`src/rtl/btb_pkg.sv`:
```
// btb_pkg: shared widths, reset PC, BTB entry layout and PC index/tag helpers
package btb_pkg;
  localparam int XLEN = 32;
  localparam int IDX_W = 5;
  localparam int TAG_W = XLEN - IDX_W - 2;
  localparam logic [XLEN-1:0] RESET_PC = 32'h0000_0000;
  typedef struct packed {
    logic valid;
    logic [TAG_W-1:0] tag;
    logic [XLEN-3:0] target;
    logic kind;
  } btb_entry_t;
  function automatic logic [IDX_W-1:0] idx_of(input logic [XLEN-1:0] a);
    return a[IDX_W+1:2];
  endfunction
  function automatic logic [TAG_W-1:0] tag_of(input logic [XLEN-1:0] a);
    return a[XLEN-1:IDX_W+2];
  endfunction
endpackage

```
`src/rtl/btb_ram.sv`:
```
// btb_ram: direct-mapped BTB storage, async-cleared valid bits, comb read, sync write
module btb_ram
  import btb_pkg::*;
#(
  parameter int ENTRIES = 32
) (
  input  logic                       clk,
  input  logic                       rst,
  input  logic [$clog2(ENTRIES)-1:0] raddr,
  output btb_entry_t                 rdata,
  input  logic                       we,
  input  logic [$clog2(ENTRIES)-1:0] waddr,
  input  btb_entry_t                 wdata
);
  btb_entry_t mem [ENTRIES];
  logic [ENTRIES-1:0] valid_q;
  // valid bits are the only state reset clears; payload is left undefined
  always_ff @(posedge clk or posedge rst)
    if (rst) valid_q <= '0;
    else if (we) valid_q[waddr] <= 1'b1;
  // payload write; a same-cycle read still returns the old entry
  always_ff @(posedge clk)
    if (we) mem[waddr] <= wdata;
  // combinational read gated by the resettable valid vector
  always_comb begin
    rdata = mem[raddr];
    rdata.valid = valid_q[raddr] & mem[raddr].valid;
  end
endmodule

```
`src/rtl/btb_fetch.sv`:
```
// btb_fetch: fetch PC register, BTB/gshare next-PC selection, EX mispredict redirect
module btb_fetch
  import btb_pkg::*;
#(
  parameter int ENTRIES = 32,
  parameter int IDX_W = 5,
  parameter logic [31:0] RESET_PC = 32'h0000_0000
) (
  input  logic             clk,
  input  logic             rst,
  input  logic             stall,
  output logic [31:0]      pc,
  output logic [IDX_W-1:0] gs_raddr,
  input  logic             gs_taken,
  output logic             pred_taken,
  output logic [31:0]      pred_target,
  input  logic             ex_valid,
  input  logic             ex_is_br,
  input  logic [31:0]      ex_pc,
  input  logic [31:0]      ex_target,
  input  logic [31:0]      ex_pred_target,
  input  logic             ex_taken,
  input  logic             ex_pred_taken,
  output logic             redirect,
  output logic             gs_we,
  output logic             gs_br_taken,
  output logic [IDX_W-1:0] gs_waddr,
  output logic [31:0]      mispredict_cnt
);
  btb_entry_t rd, wd;
  logic hit, btb_we;
  logic [31:0] pc_plus4, correct_pc, next_pc;
  assign gs_raddr = idx_of(pc);
  assign gs_waddr = idx_of(ex_pc);
  assign btb_we = ex_valid & ex_taken;
  btb_ram #(.ENTRIES(ENTRIES)) u_ram (
    .clk(clk), .rst(rst), .raddr(gs_raddr), .rdata(rd),
    .we(btb_we), .waddr(gs_waddr), .wdata(wd)
  );
  // lookup, resolution and next-PC priority: redirect > stall > predicted > sequential
  always_comb begin
    hit = rd.valid && (rd.tag == tag_of(pc));
    pc_plus4 = pc + 32'd4;
    pred_taken = hit & (rd.kind | gs_taken);
    pred_target = hit ? {rd.target, 2'b00} : pc_plus4;
    redirect = ex_valid & ((ex_taken != ex_pred_taken) | (ex_taken & (ex_target != ex_pred_target)));
    correct_pc = (ex_taken ? ex_target : ex_pc + 32'd4) & ~32'd3;
    next_pc = redirect ? correct_pc : stall ? pc : pred_taken ? pred_target : pc_plus4;
    gs_we = ex_valid & ex_is_br;
    gs_br_taken = ex_taken;
    wd = '{valid: 1'b1, tag: tag_of(ex_pc), target: ex_target[31:2], kind: ~ex_is_br};
  end
  // fetch PC and mispredict counter
  always_ff @(posedge clk or posedge rst)
    if (rst) begin
      pc <= RESET_PC;
      mispredict_cnt <= '0;
    end else begin
      pc <= next_pc;
      mispredict_cnt <= mispredict_cnt + {31'd0, redirect};
    end
endmodule

```
`config.mk`:
```
export PLATFORM = sky130hd
export DESIGN_NAME = btb_fetch
export DESIGN_NICKNAME = d
export VERILOG_FILES = /design/src/rtl/btb_pkg.sv /design/src/rtl/btb_ram.sv /design/src/rtl/btb_fetch.sv
export SDC_FILE = /design/constraint.sdc
export NUM_CORES = 2
export LEC_CHECK = 0
export CAP_MARGIN = 20
export CORE_UTILIZATION = 25
export DETAILED_ROUTE_END_ITERATION = 6
export GPL_TIMING_DRIVEN = 0
export PLACE_DENSITY = 0.48
export SLEW_MARGIN = 20
export SYNTH_ARGS = -nofsm -noshare
export SYNTH_HDL_FRONTEND = slang
export SYNTH_SLANG_ARGS = --single-unit
```
`constraint.sdc`:
```
create_clock -name clk -period 6.85 [get_ports clk]
set_clock_uncertainty 0.15 [all_clocks]
set_input_delay 1.7125 -clock clk [delete_from_list [all_inputs] [get_ports clk]]
set_output_delay 1.7125 -clock clk [all_outputs]
set_load 0.02 [all_outputs]
```
==> results_dict.tcl <==
set metrics [dict create \
    status "finished with violations" \
    violations "negative setup slack" \
    grtUsageTotal 0.173 \
    layout_commonest_cell "edfxtp_1" \
    final_cell_mix "1792 x edfxtp_1, 458 x mux4_2, 204 x clkbuf_16, 144 x mux2i_1, 123 x buf_4" \
    grt_setup_unrepaired "true" \
    maxCapViolations 0 \
    clock-sinks 1888 \
    coreArea_mm2 0.300 \
    final_util 0.318 \
    htree_levels 4 \
    syn-instance-count 3673 \
    synth-edff-count 1792 \
    drt_wl_total_um 267000 \
    r2r_slack_ns 1.80 \
    synthFlopType "edfxtp_1" \
    critical_path.slowest_cell "dfrtp_4" \
    grt_pass1_wl_um 361000 \
    arrival_ns 5.01 \
    grt_pass1_vias 41300 \
    ctsHoldBuffers 0 \
    crit_type "reg2out" \
    avgSynthCellArea_um2 20.6 \
    detail_route.vias_per_cell 4.92 \
    critPathLaunchType "flop" \
    gp_congestion 0.904 \
    drive_above_1_share 0.331 \
    drt-initial-drc-count 5283 \
    syn_area_mm2 0.0756 \
    place_hpwl_um 186000 \
    drtAntennaViolNets 0 \
    fp-row-count 201 \
    die_h_um 552 \
    grt_max_degree 65 \
    ys_warn_count 0 \
    io_pins 214 \
    startpoint "pc[2]" \
    setup_ws_ns -0.0238 \
    antenna_found_initial 26 \
    grt-ovfl-total 0 \
    period_share 1.00 \
    ys_ff_latch 1888 \
    die_area_mm2 0.305 \
    critPathMaxFanout 7 \
    hold_depth 1 \
    path_common_cell "buf_12" \
    clockBufferDepth 4 \
    reg2regPathDepth 14 \
    area_growth_syn_to_layout_pct 26.5 \
    final-hold-violation-count 0 \
    reg2reg_to "pc[13]" \
    avgRoutedWirePerCell_um 31.6 \
    fin_hold_ws_ns 0.316 \
    drc 0 \
    max_stage_delay_ns 0.57 \
    slew_viol_final 0 \
    cts_tree "built" \
    min_period_ns 6.87 \
    clockRootBuffer "clkbuf_16" \
    synth.distinct_cells 75 \
    tightest_slew_ns 1.11 \
    numCtsBuffers 199 \
    clk_pin_slew_ns 0.06 \
    cp-endpoint "pred_target[15]" \
    setup_violations 3 \
    vdd_drop_max_uv 190 \
    crit_chain "buf_12 -> buf_16 -> buf_16 -> buf_16 -> buf_12 -> buf_12 -> mux4_2 -> o21ai_1 -> a22oi_2 -> xnor2_2 -> nand4_1 -> or2_1 -> nand2b_4 -> buf_12 -> mux2i_4 -> buf_6" \
    timing.rr.start "pc[2]" \
    cp-end-kind "primary output" \
    crit_required_ns 4.99 \
    timing.fmax_mhz 145 \
    ys_seq_area_frac 0.744 \
    first_pass_iters 6 \
    async_reset_ff_frac 0.0508 \
    die_w_um 552 \
    initial_core_util 0.252 \
    synth_fp_nets 3784 \
    port_buffers 208 \
    powerDensity_mw_per_mm2 305 \
    p_leak_uw 0.0306 \
    hold_path.class "reg2reg" \
    vias 41500 \
    nNetsFinal 4437 \
    worstSkewPairLatency_ns 0.83 \
    slew_headroom 0.257 \
]
worst max-delay path: cells and delay by family, from the launching register on:
kind / cells / cell delay, ns
buf+inv: 8 / 1.29
mux: 2 / 0.88
simple gates: 3 / 0.76
flops: 1 / 0.57
compound gates: 2 / 0.38
xor+xnor: 1 / 0.20
where the power goes:
group          internal (uW)  switching [uW]
Clock                   6010            4560
Combinational           2370            3280
Sequential             12800             138
Total                  21200            7970
worst min path at each step:
stage	from	to
2_1_floorplan	u_ram.valid_q[10]	u_ram.valid_q[10]
3_3_place_gp	u_ram.valid_q[26]	u_ram.valid_q[26]
3_5_place_dp	u_ram.valid_q[12]	u_ram.valid_q[12]
4_1_cts	u_ram.valid_q[12]	u_ram.valid_q[12]
5_1_grt	u_ram.valid_q[30]	u_ram.valid_q[30]
6_report	mispredict_cnt[31]	mispredict_cnt[31]
cell families (layout without fill, tap and decap cells):
logic type               after synthesis  after routing  share of synthesized area
buffers and inverters                238           1040                     0.0154
multiplexers                         693            693                      0.168
AO/OA/AOI/OAI                        275            275                     0.0263
adder cells (fa/ha/maj)                7              7                    0.00116
XOR/XNOR                             134            134                     0.0156
other                                  0              5                          0
flip-flops                          1888           1888                      0.744
AND/OR/NAND/NOR                      438            438                     0.0295
synth_stat cells, types with 18 or more instances:
cell type	n	area, um2
edfxtp_1	1792	53800
xor2_1	68	596
nand3_1	42	210
or2_2	35	219
mux4_2	458	10300
nand2b_1	25	156
nor3_1	21	105
dfrtp_1	96	2400
mux2i_1	191	1910
nand4_1	24	150
nand2_1	118	443
o211ai_1	21	158
and3_1	26	163
o21ai_0	30	150
mux2_2	41	462
clkbuf_1	107	402
nor2_1	80	300
a221oi_1	19	166
buf_2	49	245
o221ai_1	29	254
buf_1	22	82.6
a21oi_1	48	240
o22ai_1	22	138
nor4_1	18	113
xnor2_1	65	569
buf_4	22	165
layout make-up:
class | count | area [um2]
Multi-Input combinational cell | 1547 | 19600
Inverter | 21 | 83.8
Clock buffer | 241 | 5190
Buffer | 210 | 2180
Sequential cell | 1888 | 56200
Fill cell | 28800 | 205000
Timing Repair Buffer | 459 | 6390
Tap cell | 3958 | 4950
Antenna cell | 5 | 12.5
Clock inverter | 109 | 987
registers in the layout, indices dropped and copies added (netlist names):
signal          count
mispredict_cnt     32
u_ram.valid_q      32
u_ram.mem        1792
pc                 32
per-layer routing:
metal  GRT usage  vias to the layer above  wire length, um
met3      0.0257                      445            17700
li1            -                    16600                -
met1       0.232                    22700           110000
met5           0                        -               74
met4      0.0543                       12             9290
met2       0.289                     1828           130000
metrics by stage:
step           worst slack [ns]  cell area, um2  power (uW)  cells   TNS, ns
6_report                -0.0238           95600       29100   8438   -0.0401
5_1_grt                  -0.150           95600       29900   8434     -1.74
4_1_cts                  -0.186           95200       29300   8410     -2.63
3_5_place_dp              -2.46           86300       18000   7998    -83.99
3_3_place_gp              -5.69           82600       18000   7839  -8223.46
2_1_floorplan             0.824           75600       15700   3673         0
what timing repair did:
action                                  CTS  global route
resized for setup                       708            49
pin swaps                                30            28
buffers inserted                         66            25
gates cloned                              2             1
endpoints found under the setup margin   46            34
Note: power is estimated with default switching activity, not from simulation.
